## src/rtl/program_sequencer.sv

```systemverilog
// Two-cycle fetch/execute sequencer for a 1-bit ICU: fetches 12-bit program words,
// forwards opcodes, and handles JMP/RTN through a small return stack and SKZ on rr.
module program_sequencer #(
    parameter int STACK_DEPTH = 4
) (
    input  logic        clk,
    input  logic        rst,
    input  logic        run,
    input  logic [11:0] mem_data,
    input  logic        rr,
    output logic [7:0]  pc,
    output logic [3:0]  op,
    output logic [7:0]  io_addr,
    output logic        flag0,
    output logic        flagf,
    output logic        err
);

    // state | meaning
    // FETCH | wait for run, latch mem_data at pc into ir
    // EXEC  | present ir on op/io_addr, update pc and return stack
    // ERR   | return-stack fault, frozen until rst
    typedef enum logic [1:0] {FETCH, EXEC, ERR} state_t;

    localparam int SW = (STACK_DEPTH > 1) ? $clog2(STACK_DEPTH) : 1;
    localparam int PW = SW + 1;
    localparam logic [PW-1:0] SP_FULL = PW'(STACK_DEPTH);

    state_t         state;
    logic [11:0]    ir;
    logic [PW-1:0]  sp;
    logic [7:0]     stack [STACK_DEPTH];

    logic [7:0]     pc_p1;
    logic [7:0]     pc_p2;
    logic [PW-1:0]  sp_m1;

    assign pc_p1 = pc + 8'd1;
    assign pc_p2 = pc + 8'd2;
    assign sp_m1 = sp - PW'(1);

    // op/io_addr/flags are loaded on the fetch edge so they are valid exactly during EXEC
    always_ff @(posedge clk) begin
        if (rst) begin
            state   <= FETCH;
            pc      <= 8'h00;
            ir      <= 12'h000;
            sp      <= '0;
            err     <= 1'b0;
            op      <= 4'h0;
            io_addr <= 8'h00;
            flag0   <= 1'b0;
            flagf   <= 1'b0;
        end else begin
            case (state)
                FETCH: begin
                    if (run) begin
                        ir      <= mem_data;
                        op      <= mem_data[11:8];
                        io_addr <= mem_data[7:0];
                        flag0   <= (mem_data[11:8] == 4'h0);
                        flagf   <= (mem_data[11:8] == 4'hF);
                        state   <= EXEC;
                    end
                end
                EXEC: begin
                    op      <= 4'h0;
                    io_addr <= 8'h00;
                    flag0   <= 1'b0;
                    flagf   <= 1'b0;
                    state   <= FETCH;
                    case (ir[11:8])
                        4'hC: begin
                            if (sp == SP_FULL) begin
                                err   <= 1'b1;
                                state <= ERR;
                            end else begin
                                stack[sp[SW-1:0]] <= pc_p1;
                                sp                <= sp + PW'(1);
                                pc                <= ir[7:0];
                            end
                        end
                        4'hD: begin
                            if (sp == '0) begin
                                err   <= 1'b1;
                                state <= ERR;
                            end else begin
                                sp <= sp_m1;
                                pc <= stack[sp_m1[SW-1:0]];
                            end
                        end
                        4'hE:    pc <= rr ? pc_p1 : pc_p2;
                        default: pc <= pc_p1;
                    endcase
                end
                ERR: begin
                    state   <= ERR;
                    op      <= 4'h0;
                    io_addr <= 8'h00;
                    flag0   <= 1'b0;
                    flagf   <= 1'b0;
                end
                default: state <= FETCH;
            endcase
        end
    end

endmodule

```

## config.mk

```make
export PLATFORM = sky130hd
export DESIGN_NAME = program_sequencer
export DESIGN_NICKNAME = d
export VERILOG_FILES = /design/src/rtl/program_sequencer.sv
export SDC_FILE = /design/constraint.sdc
export NUM_CORES = 1
export LEC_CHECK = 0
export ABC_AREA = 1
export ABC_CLOCK_PERIOD_IN_PS = 1950
export CORE_MARGIN = 4
export CORE_UTILIZATION = 51
export DETAILED_ROUTE_END_ITERATION = 7
export GPL_TIMING_DRIVEN = 0
export PLACE_DENSITY_LB_ADDON = 0.1
export SYNTH_ARGS = -nofsm -noshare
export SYNTH_HDL_FRONTEND = slang
export SYNTH_SLANG_ARGS = --single-unit
```

## constraint.sdc

```tcl
create_clock -name clk -period 1.95 [get_ports clk]
set_input_delay 0.39 -clock clk [delete_from_list [all_inputs] [get_ports clk]]
set_output_delay 0.39 -clock clk [all_outputs]
set_load 0.02 [all_outputs]
```

# Word-level counts from Yosys, hierarchy flattened
# Memory sizes are Yosys's and may differ from the RTL's.
# Index checks and enable logic that the tools add are counted.
# totals
inputBits	16
ff_bits	40
wordCells	65
mem_count	1
mem_bits_rw	32
latchBits	0
romBits	0
out_inout_bits	23
# mem_list
memory	words	width	rd	rd_ports_with_merged_regs	wr	line_no	source
stack	4	8	1	0	1	32	logic [7:0] stack [STACK_DEPTH];
# classes
n_mux	28
magnitude_cmp	0
reduce_logical	11
shift	0
bitwise	0
n_eq_ne	12
n_div	0
n_mul	0
n_addsub	4
# op_table
cell	count
two-way mux 8 bit	4
case mux 8 bit (3 select lines)	1
equality test 4 bit (second input constant)	4
case mux 8 bit (2 select lines)	1
!= test 2 bit (second input constant)	5
two-way mux 1 bit	9
adder 8 x 1 -> 8 bit (second input constant)	1
adder 8 x 2 -> 8 bit (second input constant)	1
case mux 4 bit (2 select lines)	1
AND reduction 4 bit	2
two-way mux 2 bit	3
two-way mux 3 bit	2
case mux 1 bit (2 select lines)	3
case mux 2 bit (3 select lines)	1
case mux 3 bit (2 select lines)	1
zero test 4 bit	1
two-way mux 4 bit	1
case mux 2 bit (2 select lines)	1
AND reduction 2 bit	2
nonzero test 2 bit	2
adder 3 x 1 -> 3 bit (second input constant)	1
equality test 3 bit (second input constant)	1
zero test 3 bit	1
AND reduction 3 bit	1
5 further kinds	5

# Depth between registers and ports, before layout
# Gate-level depths: netlist of run 1.
# logic_depth
word_depth	6
depth_mapped	13

# Worst setup path after synthesis of run 1
# No wires, ideal clock.
# synth_path
kind	register -> register
start	register sp[0]
end	memory stack[1][0] (enable)
path_buffers	2
period_less_slack_ns	1.970
path_stages_with_launch	8
t_required_ns	1.579
slack_ns	-0.020
arrival_ns	1.600
setup_time_ns	0.371
path_cell_list	dfxtp_1 buf_2 inv_2 buf_2 ha_1 nand2_1 nand4_1 nor2_1
# synth_between
elab_chain_len	6
# synth_rtl
element	line_no	source
start, declared	31	logic [PW-1:0] sp;
start signal, assigned	79	sp <= sp + PW'(1);
start signal, assigned	88	sp <= sp_m1;
equality test 3 bit	74	if (sp == SP_FULL) begin
two-way mux 1 bit	74	
two-way mux 1 bit	72	case (ir[11:8])
two-way mux 1 bit	55	case (state)
two-way mux 1 bit	44	if (rst) begin
two-way mux 1 bit (not written as such)	78	stack[sp[SW-1:0]] <= pc_p1;
end, declared	32	
# Several ways; a longest one is shown, not always the timed one.

# Worst setup path after layout of run 1
# layout_path
start	register pc[1]
end	output pc[1]
# layout_lines
element	line_no	source
start, declared	11	output logic [7:0] pc,
start signal, assigned	80	pc <= ir[7:0];
start signal, assigned	89	pc <= stack[sp_m1[SW-1:0]];
start signal, assigned	92	4'hE: pc <= rr ? pc_p1 : pc_p2;
# No word-level cell between the ends.

==> metrics.md, run 1 <==
| Metric | Value |
|---|---|
| Gate Count Post-Synth | 455 |
| Clock Latency Late Sink | 0.34 ns |
| FF/Latch Area | 0.00176 mm^2 |
| Critical R2R Capture | stack[3][0]$_DFFE_PP_ |
| Via density | 5.29 |
| Util after Layout | 64.9% |
| Io pins | 39 |
| Final WS setup | 0.0548 ns |
| Antenna viol nets, final | 0 |
| Cell family with most CP delay | buffers and inverters |
| Gpl congestion | 0.871 |
| Pwr dens | 682 mW/mm^2 |
| Number of global-route vias before repair | 3143 |
| Post-synth EDFFs | 32 |
| RSZ-0062 raised after global routing | false |
| First-pass GRT wire length | 14900 um |
| Initial antenna violation count | 0 |
| Layout area overhead | 24.3% |
| 1st-iter DRT viols | 184 |
| CP Capture Point | pc[1] |
| DR vias | 3156 |
| Required @ worst endpoint | 1.56 ns |
| Pre-CTS setup slack | -0.584 ns |
| Number of buffers created by CTS | 9 |
| Critical Path, Cell by Cell | clkdlybuf4s50_1 |
| Max Root-Sink Buffers | 2 |
| Detailed-route wire length | 8960 um |
| Synth area leaders | edfxtp_1, dfxtp_1, nand2_1 |
| Htree depth | 3 |
| Die footprint | 0.00831 mm^2 |
| Routed WL per cell | 15.0 um |
| CTS Hold Bufs | 0 |
| Area occupied by multi-input gates | 0.00159 mm^2 |
| Tot Pwr | 2.99 mW |
| Number of cells on the critical path | 1 |
| Starting Density | 52.2% |
| Number of max-cap violations | 0 |
| Largest net degree at the start of global routing | 13 |
| Yosys cell types | 32 |
| Sink Count | 72 |
| Prevailing post-synth register cell | dfxtp_1 |
| Cell taking the most area after synthesis | edfxtp_1 |
| Post-synthesis sequential area ratio | 49.9% |
| Fin. max-slew vios | 0 |
| Leak | 1.78 nW |
| Worst-Margin Slew | 0.625 ns |
| Post-synthesis area per instance | 7.75 um^2 |
| Hold_ws | 0.457 ns |
| Crit path DAT | 1.51 ns |
| Crit start category | flop |
| PortBufs | 36 |
| Final Cycle Share | 97.2% |
| GRT Resource Usage Total | 22.6% |
| Die Ht | 91.2 um |
| Crit-path max cell delay | 0.66 ns |
| Ys async rst share | 0% |
| Drt drc | 0 |
| Status | finished clean |
| Max_slew headroom | 58.4% |
| Fmax | 528 MHz |
| Core Box Area | 0.00676 mm^2 |
| Launching point of the worst reg2reg path | sp[0]$_SDFFE_PP0P_ |
| Hold crit path type | in2reg |
| Layout Nets | 539 |
| Hold Fails Final Rpt | 0 |
| Ant diodes | 0 |
| Post-Syn Area | 0.00353 mm^2 |
| WP buf/inv | 1 |
| Clock skew | 0.0124 ns |
| CP Launch Point | pc[1]$_SDFFE_PP0P_ |
| Placed insts | 571 |
| Share of cells above drive strength 1 | 11.0% |
| Root Driver | clkbuf_8 |
| Post-synthesis register bit count | 72 |
| Post-route non-filler standard cell count | 597 |
| DIE WIDTH | 91.2 um |
| Maximum vdd drop | 385 uV |
| CP max-delay cell | clkdlybuf4s50_1 |
| Layout fillers | 590 |
| Synth warn | 0 |
| CP Capture Type | primary output |
| Overflow after GRT | 0 |
| Tmin final | 1.90 ns |
| Hpwl dp | 6300 um |
| Critical path type | reg2out |
| Worst-path clk slew | 0.08 ns |
| R2r setup slk | 0.12 ns |
| Post-synth top area share | 27.2% |
| Post-Synthesis Net Count | 481 |
| R2R depth | 9 |
| Worst-path maximum fanout | 7 |
| DRT Pass-1 Iters | 4 |
| CTS tree | done |
| Finish-stage setup viols | 0 |
| FP Rows | 30 |
[how the worst min path moves through the flow]
stage | start | to | slack [ns] | cells past startpoint
after floorplan | ir[1]$_SDFFE_PP0P_ | ir[1]$_SDFFE_PP0P_ | 0.44 | 2
after global placement | op[2]$_SDFFE_PP0P_ | op[2]$_SDFFE_PP0P_ | 0.45 | 2
after detailed placement | io_addr[1]$_SDFFE_PP0P_ | io_addr[1]$_SDFFE_PP0P_ | 0.45 | 2
after CTS | rst | io_addr[7]$_SDFFE_PP0P_ | 0.45 | 2
after global routing | flagf$_SDFFE_PP0P_ | flagf$_SDFFE_PP0P_ | 0.49 | 2
final | rst | io_addr[7]$_SDFFE_PP0P_ | 0.46 | 2
[worst reg2reg max path, stage by stage, from the launching register on]
cell	delay (ns)
dfxtp_2	0.36
buf_6	0.12
inv_4	0.06
buf_12	0.15
ha_4	0.17
nand2_1	0.09
nand4_1	0.10
buf_4	0.20
nor2_4	0.16
buf_4	0.15
[cells in the mapped netlist (2+ instances only)]
master / count
nand2_1: 146
nor2_1: 49
nand3_1: 44
dfxtp_1: 40
a21oi_1: 38
inv_1: 37
edfxtp_1: 32
o21ai_0: 17
ha_1: 10
buf_2: 7
clkbuf_1: 5
inv_2: 5
nand4_1: 4
nor2_4: 2
xor2_1: 2
[flip-flops by register name, indices dropped and copies added, names as in the netlist, 2 cells and up]
register	flops
op	4
sp	3
ir	12
io_addr	8
pc	8
state	2
stack	32
[report_power, final]
part / switching, mW / internal (mW) / total [mW]
Clock: 0.527 / 0.442 / 0.969
Combinational: 0.216 / 0.145 / 0.361
Sequential: 0.0383 / 1.62 / 1.66
Total: 0.782 / 2.21 / 2.99
[kinds of logic after synthesis]
kind of cell    count (synthesis)  share of synthesized area [%]
buf+inv                        58                           6.56
fa+ha+maj                      10                           3.55
compound gates                 58                           8.41
flops                          72                           49.9
xor+xnor                        2                          0.497
simple gates                  255                           31.0
[through the flow]
stage	cell area, um^2	setup TNS, ns
2_1_floorplan	3530	-0.650
5_1_grt	4380	0
3_5_place_dp	3990	-22.46
4_1_cts	4330	0
6_report	4380	0
3_3_place_gp	3990	-20.88
[timing repair]
| item | CTS | global route |
|---|---|---|
| gates resized for setup | 19 | 8 |
| setup buffers | 8 | 3 |
| endpoints found under the hold margin | 0 | 0 |
| pin swaps | 6 | 2 |
| setup endpoints to repair | 44 | 33 |
[metal layers]
layer  vias up  share of wire (%)  GRT usage [%]
li1       1600                  -              -
met1      1461                 41           26.5
met2        85                 51           40.1
met3        10                6.3           4.89
met4         0                1.0           8.79
met5         -                  0              0
[final cells by class]
type / count / area share (%)
Timing Repair Buffer: 47 / 11.5
Tap cell: 80 / 2.28
Sequential cell: 72 / 40.2
Clock inverter: 5 / 0.571
Inverter: 44 / 4.14
Multi-Input combinational cell: 325 / 36.2
Clock buffer: 10 / 2.91
Buffer: 14 / 2.14
[layout by cell type (no fill, tap or decap), types with 2 or more instances in the layout]
master,netlist,final
a21oi_1,38,36
a21oi_2,0,2
buf_12,0,6
buf_2,7,5
buf_4,1,6
clkbuf_1,5,6
clkbuf_8,0,9
clkdlybuf4s50_1,0,36
clkinv_1,1,2
clkinv_2,1,3
dfxtp_1,40,38
dfxtp_2,0,2
edfxtp_1,32,32
ha_1,10,9
inv_1,37,36
inv_2,5,5
nand2_1,146,146
nand3_1,44,44
nand4_1,4,4
nor2_1,49,44
nor2_2,1,2
nor2_4,2,6
o21ai_0,17,17
xor2_1,2,2
(Power assumes the default switching activity.)
==> inputs of run 2 (changes only) <==
--- a/config.mk
+++ b/config.mk
@@ -8,5 +8,5 @@
 export ABC_AREA = 1
-export ABC_CLOCK_PERIOD_IN_PS = 1950
+export ABC_CLOCK_PERIOD_IN_PS = 1940
 export CORE_MARGIN = 4
-export CORE_UTILIZATION = 51
+export CORE_UTILIZATION = 56
 export DETAILED_ROUTE_END_ITERATION = 7
==> constraint.sdc (replaced) <==
create_clock -name clk -period 1.94 [get_ports clk]
set_input_delay 0.194 -clock clk [delete_from_list [all_inputs] [get_ports clk]]
set_output_delay 0.194 -clock clk [all_outputs]
set_load 0.02 [all_outputs]
==> run 2 against run 1 <==
  * Power grew 1.0%
  * Clock power up 2%
  * Non-clock buffer count is 1 higher
  * Sequential cell count did not move
  * Via count rose by 1.2%
  * Count of clock-buffer cells in the layout is 4 higher
  * Final area about the same
  * Worst hold slack worse by 0.19 ns
  * Final cell count decreased by 0.50%
  * Combinational power about the same
  * Die area fell by 8.2%
  * Critical endpoint is now sp[0]$_SDFFE_PP0P_
  * Largest cell class unchanged
  * Largest power group unchanged
==> metrics.md, run 2 (synthesized netlist as in run 1, its figures left out) <==
| Metric | Value |
|---|---|
| Status | finished clean |
| CTS Hold Bufs | 0 (unchanged) |
| Fmax | 544 MHz |
| First-pass GRT wire length | 14600 um (-1.9%) |
| Reg power frac | 55.3% (-0.2 points) |
| Hpwl dp | 6220 um (-1.3%) |
| CP Capture Type | flop |
| Ant diodes | 0 (unchanged) |
| Fin. max-slew vios | 0 (unchanged) |
| Clock Latency Late Sink | 0.35 ns (about the same) |
| R2R depth | 11 (+2) |
| Clock skew | 0.00695 ns (-0.00547 ns) |
| Fin Setup TNS | 0 ns (unchanged) |
| Pwr dens | 689 mW/mm^2 (+1.1%) |
| FP Rows | 28 (-6.7%) |
| Largest net degree at the start of global routing | 13 (unchanged) |
| Worst-path clk slew | 0.07 ns (about the same) |
| P_sw | 783 uW (+0.16%) |
| Share of cells above drive strength 1 | 10.2% (-0.81 points) |
| Required @ worst endpoint | 2.21 ns (+0.65 ns) |
| DRT Pass-1 Iters | 6 (+2) |
| Number of max-cap violations | 0 (unchanged) |
| Hold crit path type | in2reg |
| Root Driver | clkbuf_8 |
| Die footprint | 0.00763 mm^2 (-8.2%) |
| Cell Int Power | 2.24 mW (+1.3%) |
| Die Ht | 87.4 um (-4.2%) |
| Combinational share of power | 12.0% (about the same) |
| Number of global-route vias before repair | 3061 (-2.6%) |
| DR vias | 3195 (+1.2%) |
| Most frequent cells in the layout | nand2_1, nor2_1, nand3_1 |
| Routed WL per cell | 15.1 um (+0.51%) |
| DIE WIDTH | 87.4 um (-4.2%) |
| Starting Density | 58.5% (+6.3 points) |
| Crit path DAT | 2.11 ns (+0.60 ns) |
| Layout area overhead | 24.2% (about the same) |
| Tot Pwr | 3.02 mW (+1.0%) |
| Net Sw Frac | 25.9% (-0.22 points) |
| 1st-iter DRT viols | 226 (+23%) |
| Hold_ws | 0.263 ns (-0.193 ns) |
| Max reg flops | 32 (unchanged) |
| Detailed-route wire length | 8960 um (unchanged) |
| Commonest non-fill, non-tap cell in the layout | nand2_1 |
| Layout fillers | 487 (-17%) |
| Via density | 5.38 (+1.7%) |
| Finish-stage setup viols | 0 (unchanged) |
| Tmin final | 1.84 ns |
| Clock power share | 32.7% (+0.3 points) |
| Maximum vdd drop | 490 uV (+27%) |
| Gpl congestion | 0.910 (+4.4%) |
| Final Cycle Share | 94.8% |
| Io pins | 39 (unchanged) |
| Worst-Margin Slew | 0.627 ns (+0.00277 ns) |
| PortBufs | 36 (unchanged) |
| Drt drc | 0 (unchanged) |
| Critical path type | reg2reg |
| Worst Hold Path Cells | 2 (unchanged) |
| Layout Nets | 540 (+0.19%) |
| Number of buffers created by CTS | 9 (unchanged) |
| Hold Fails Final Rpt | 0 (unchanged) |
| Antenna viol nets, final | 0 (unchanged) |
| Crit start category | flop |
| Initial antenna violation count | 0 (unchanged) |
| Htree depth | 3 (unchanged) |
| Leak | 1.78 nW (+0.16%) |
| GRT Resource Usage Total | 25.0% (+2.4 points) |
| Core Box Area | 0.00603 mm^2 (-11%) |
| CTS tree | done |
| RSZ-0062 raised after global routing | true |
| Max_slew headroom | 58.2% (-0.18 points) |
| Max Root-Sink Buffers | 2 (unchanged) |
| Sink Count | 72 (unchanged) |
| Worst-path maximum fanout | 12 (+5) |
| Overflow after GRT | 0 (unchanged) |
[run 2: changes by cell type in the layout (fill, tap and decap cells not counted), sizes merged]
cell / change
clkbuf: +4
clkinv: -2
buf: +1
clkinvlp: -1
[run 2: layer usage]
layer | track usage, % | share of wire [%]
met4 | 10.2 | 2.2
met1 | 30.5 | 42
met5 | 0 | 0
met2 | 42.6 | 49
met3 | 5.49 | 6.5
[run 2: critical path: stages (launching register included)]
cell     delay (ns)
dfxtp_2        0.35
buf_6          0.13
inv_4          0.06
buf_6          0.15
ha_4           0.16
inv_1          0.10
nor2_1         0.06
nand3_2        0.12
nand3_4        0.16
nor2_2         0.20
nand2_1        0.09
a21oi_1        0.16
[run 2: area by class of cell]
| cell class | count | area, um^2 | area share, % |
|---|---|---|---|
| flip-flops and latches | 72 | 1760 | 40.2 |
| multi-input cells | 325 | 1590 | 36.2 |
| repair buffers | 49 | 533 | 12.2 |
| inverters | 44 | 181 | 4.14 |
| clock buffers | 14 | 143 | 3.26 |
| well taps | 75 | 93.8 | 2.14 |
| plain buffers | 13 | 70.1 | 1.60 |
| clock inverters | 2 | 8.76 | 0.200 |
[run 2: worst paths after layout]
path              slack (ns)               start            endpoint
setup reg to reg        0.10  sp[0]$_SDFFE_PP0P_  sp[0]$_SDFFE_PP0P_
setup / recovery        0.10  sp[0]$_SDFFE_PP0P_  sp[0]$_SDFFE_PP0P_
hold reg to reg         0.46  flagf$_SDFFE_PP0P_  flagf$_SDFFE_PP0P_
hold / removal          0.26                 rst  op[3]$_SDFFE_PP0P_
[run 2: power groups by stage]
stage | Sequential [mW] | Combinational [mW] | Clock [mW]
floorplan | 1.73 | 0.176 | 0
global placement | 1.70 | 0.339 | 0
detailed placement | 1.70 | 0.348 | 0
CTS | 1.67 | 0.360 | 0.995
global route | 1.67 | 0.397 | 1.07
finish | 1.67 | 0.364 | 0.986
[run 2: what timing repair did]
action,in CTS,in global routing
endpoints found under the hold margin,0,0
setup endpoints to repair,43,43
gates resized for setup,20,3
pin swaps,5,0
buffers inserted,9,4
[run 2: through the flow]
stage                     std cells  cell area (um^2)  util [%]  worst slack [ns]
after floorplan                 455              3530         -           -0.0304
after global placement          566              3980      66.1            -0.541
after detailed placement        566              3980      66.1            -0.598
after CTS                       591              4340      72.1            0.0213
after global routing            594              4380      72.7           -0.0113
final                           594              4380      72.7             0.100
==> inputs of run 3 (changes only) <==
ABC_CLOCK_PERIOD_IN_PS = 1600   (was 1940)
CORE_UTILIZATION = 51   (was 56)
clock period = 1.6 ns   (was 1.94 ns; I/O delays follow)
==> run 3 against run 2 <==
  * The run now ends with setup timing left
  * Largest power group unchanged
  * Setup slack worse by 0.11 ns
  * Register-to-register slack worse by 0.11 ns
  * Clock power up 95%
  * Critical endpoint is now pc[7]$_SDFFE_PP0P_
  * Non-clock buffer count up 8
==> metrics.md, run 3 (synthesized netlist as in run 1, its figures left out) <==
| Metric | Value |
|---|---|
| Crit start category | flop |
| Sink Count | 72 (unchanged) |
| Drt drc | 0 (unchanged) |
| Hold Path Origin | rst |
| Fin. max-slew vios | 0 (unchanged) |
| PortBufs | 36 (unchanged) |
| GRT busiest layer | met2 |
| Layout fillers | 540 (+11%) |
| Layout Nets | 549 (+1.7%) |
| Met3 usage | 4.56% (-0.93 points) |
| Hold_ws | 0.215 ns (-0.0479 ns) |
| Clock skew | 0.00713 ns (+0.000188 ns) |
| Antenna viol nets, final | 0 (unchanged) |
| Pwr dens | 936 mW/mm^2 (+36%) |
| Die footprint | 0.00831 mm^2 (+8.9%) |
| Final WS setup | -0.00516 ns (-0.105 ns) |
| First-pass GRT wire length | 14900 um (+2.1%) |
| Io pins | 39 (unchanged) |
| Worst Hold Path Cells | 2 (unchanged) |
| DR vias | 3162 (-1.0%) |
| 1st-iter DRT viols | 206 (-8.8%) |
| CP max-delay cell | ha_4 |
| Hold Fails Final Rpt | 0 (unchanged) |
| CTS tree | done |
| Crit path DAT | 1.90 ns (-0.21 ns) |
| Max_slew headroom | 54.4% (-3.8 points) |
| Required @ worst endpoint | 1.89 ns (-0.32 ns) |
| Commonest non-fill, non-tap cell in the layout | nand2_1 |
| Via density | 5.20 (-3.3%) |
| Final instance area | 0.00470 mm^2 (+7.3%) |
| Max Root-Sink Buffers | 2 (unchanged) |
| Max reg flops | 32 (unchanged) |
| Critical Path, Cell by Cell | buf_6 > inv_8 > ha_4 > clkinv_8 > buf_4 > buf_6 > nand3_2 > nand3_2 > nand3_2 > nor2_1 > nor2_1 |
| Detailed-route wire length | 9080 um (+1.3%) |
| Largest net degree at the start of global routing | 14 (+1) |
| Critical path type | reg2reg |
| Share of cells above drive strength 1 | 21.0% (+11 points) |
| Gpl congestion | 0.861 (-5.4%) |
| CP Capture Type | flop |
| GR Util met2 | 41.0% (-1.6 points) |
| Critical Path Most Common Cell | nand3_2 |
| Status | complete, but fails checks |
| R2r setup slk | -0.005 ns (-0.11 ns) |
| Most frequent cells in the layout | nand2_1, nand3_1, a21oi_1 |
| Hpwl dp | 6230 um (+0.30%) |
| Crit-path max cell delay | 0.37 ns (+0.02 ns) |
| Launching point of the worst reg2reg path | sp[0]$_SDFFE_PP0P_ |
| Leak | 1.96 nW (+9.8%) |
| Worst-path maximum fanout | 8 (-4) |
| Die Ht | 91.2 um (+4.3%) |
| Hold crit path type | in2reg |
| Routed WL per cell | 14.9 um (-1.0%) |
| DIE WIDTH | 91.2 um (+4.3%) |
| Initial antenna violation count | 0 (unchanged) |
| Tmin final | 1.61 ns (-0.235 ns) |
| Placed instance area | 0.00406 mm^2 (+1.9%) |
| Failing checks | setup timing |
| RSZ-0062 raised after global routing | true |
| Worst-path clk slew | 0.08 ns (about the same) |
| Clock Latency Late Sink | 0.35 ns (about the same) |
| Worst-Margin Slew | 0.684 ns (+0.0564 ns) |
| Root Driver | clkbuf_8 |
| Number of max-cap violations | 0 (unchanged) |
| Finish-stage setup viols | 1 (+1) |
| Final Cycle Share | 100% (+5.5 points) |
| Number of buffers created by CTS | 9 (unchanged) |
| Htree depth | 3 (unchanged) |
| R2R depth | 11 (unchanged) |
| Layout area overhead | 33.2% |
| Core Box Area | 0.00676 mm^2 (+12%) |
| Tot Pwr | 4.40 mW (+46%) |
| Fmax | 623 MHz (+15%) |
| Critical R2R Capture | pc[7]$_SDFFE_PP0P_ |
| Number of global-route vias before repair | 3147 (+2.8%) |
| WHS Endpoint | op[3]$_SDFFE_PP0P_ |
| Maximum vdd drop | 539 uV (+10%) |
| CTS Hold Bufs | 0 (unchanged) |
| GRT Resource Usage Total | 22.8% (-2.2 points) |
| Met1 Use GR | 26.6% (-3.9 points) |
| Starting Density | 52.2% (-6.3 points) |
| FP Rows | 30 (+7.1%) |
| Ant diodes | 0 (unchanged) |
| Overflow after GRT | 0 (unchanged) |
| DRT Pass-1 Iters | 6 (unchanged) |
[run 3: how the worst max path moves through the flow]
stage / from / depth (start not counted) / end
after floorplan: sp[0]$_SDFFE_PP0P_ / 7 / stack[0][0]$_DFFE_PP_
final: sp[0]$_SDFFE_PP0P_ / 11 / pc[7]$_SDFFE_PP0P_
after CTS: sp[0]$_SDFFE_PP0P_ / 8 / stack[1][7]$_DFFE_PP_
after global placement: ir[10]$_SDFFE_PP0P_ / 6 / stack[3][2]$_DFFE_PP_
after global routing: sp[0]$_SDFFE_PP0P_ / 11 / pc[1]$_SDFFE_PP0P_
after detailed placement: ir[11]$_SDFFE_PP0P_ / 6 / stack[0][3]$_DFFE_PP_
[run 3: final cells by class]
cell class / instances / area [um^2] / area share (%)
tap: 80 / 100 / 2.13
clock buffer: 9 / 124 / 2.64
multi-input combinational: 325 / 1710 / 36.4
sequential: 72 / 1770 / 37.8
clock inverter: 7 / 143 / 3.04
buffer: 12 / 68.8 / 1.46
inverter: 44 / 189 / 4.02
timing repair inverter: 1 / 8.76 / 0.186
timing repair buffer: 58 / 582 / 12.4
[run 3: power by group]
part           leakage (nW)  switching (mW)  internal (mW)  total (mW)
registers             0.626          0.0498           1.98        2.03
logic                  1.20           0.272          0.182       0.453
clock network         0.134           0.718           1.20        1.92
total                  1.96            1.04           3.36        4.40
[run 3: critical path, delay by kind of cell, from the launching register on]
family                   cells  cell delay [ns]
buffers and inverters        5             0.50
adder cells (fa/ha/maj)      1             0.37
flip-flops                   1             0.34
AND/OR/NAND/NOR              5             0.34
[run 3: timing repair]
| action | in CTS | in global routing |
|---|---|---|
| pin swaps | 31 | 10 |
| hold endpoints to repair | 0 | 0 |
| resized for setup | 40 | 35 |
| cloned | 1 | 0 |
| setup buffers | 16 | 6 |
| setup endpoints to repair | 59 | 73 |
[run 3: metrics by stage]
stage          setup WS (ns)  util [%]  cells  TNS [ns]
3_5_place_dp          -0.535      60.0    571    -20.00
5_1_grt               -0.110      69.6    608     -2.20
4_1_cts              -0.0826      67.8    603     -1.67
2_1_floorplan         -0.219         -    455     -6.82
3_3_place_gp          -0.505      60.0    571    -18.53
6_report            -0.00516      69.6    608  -0.00516
[run 3: layer usage]
metal / up-vias / wire length, um
met3: 20 / 513
li1: 1618 / -
met2: 98 / 4610
met4: 0 / 199
met1: 1426 / 3750
met5: - / 0
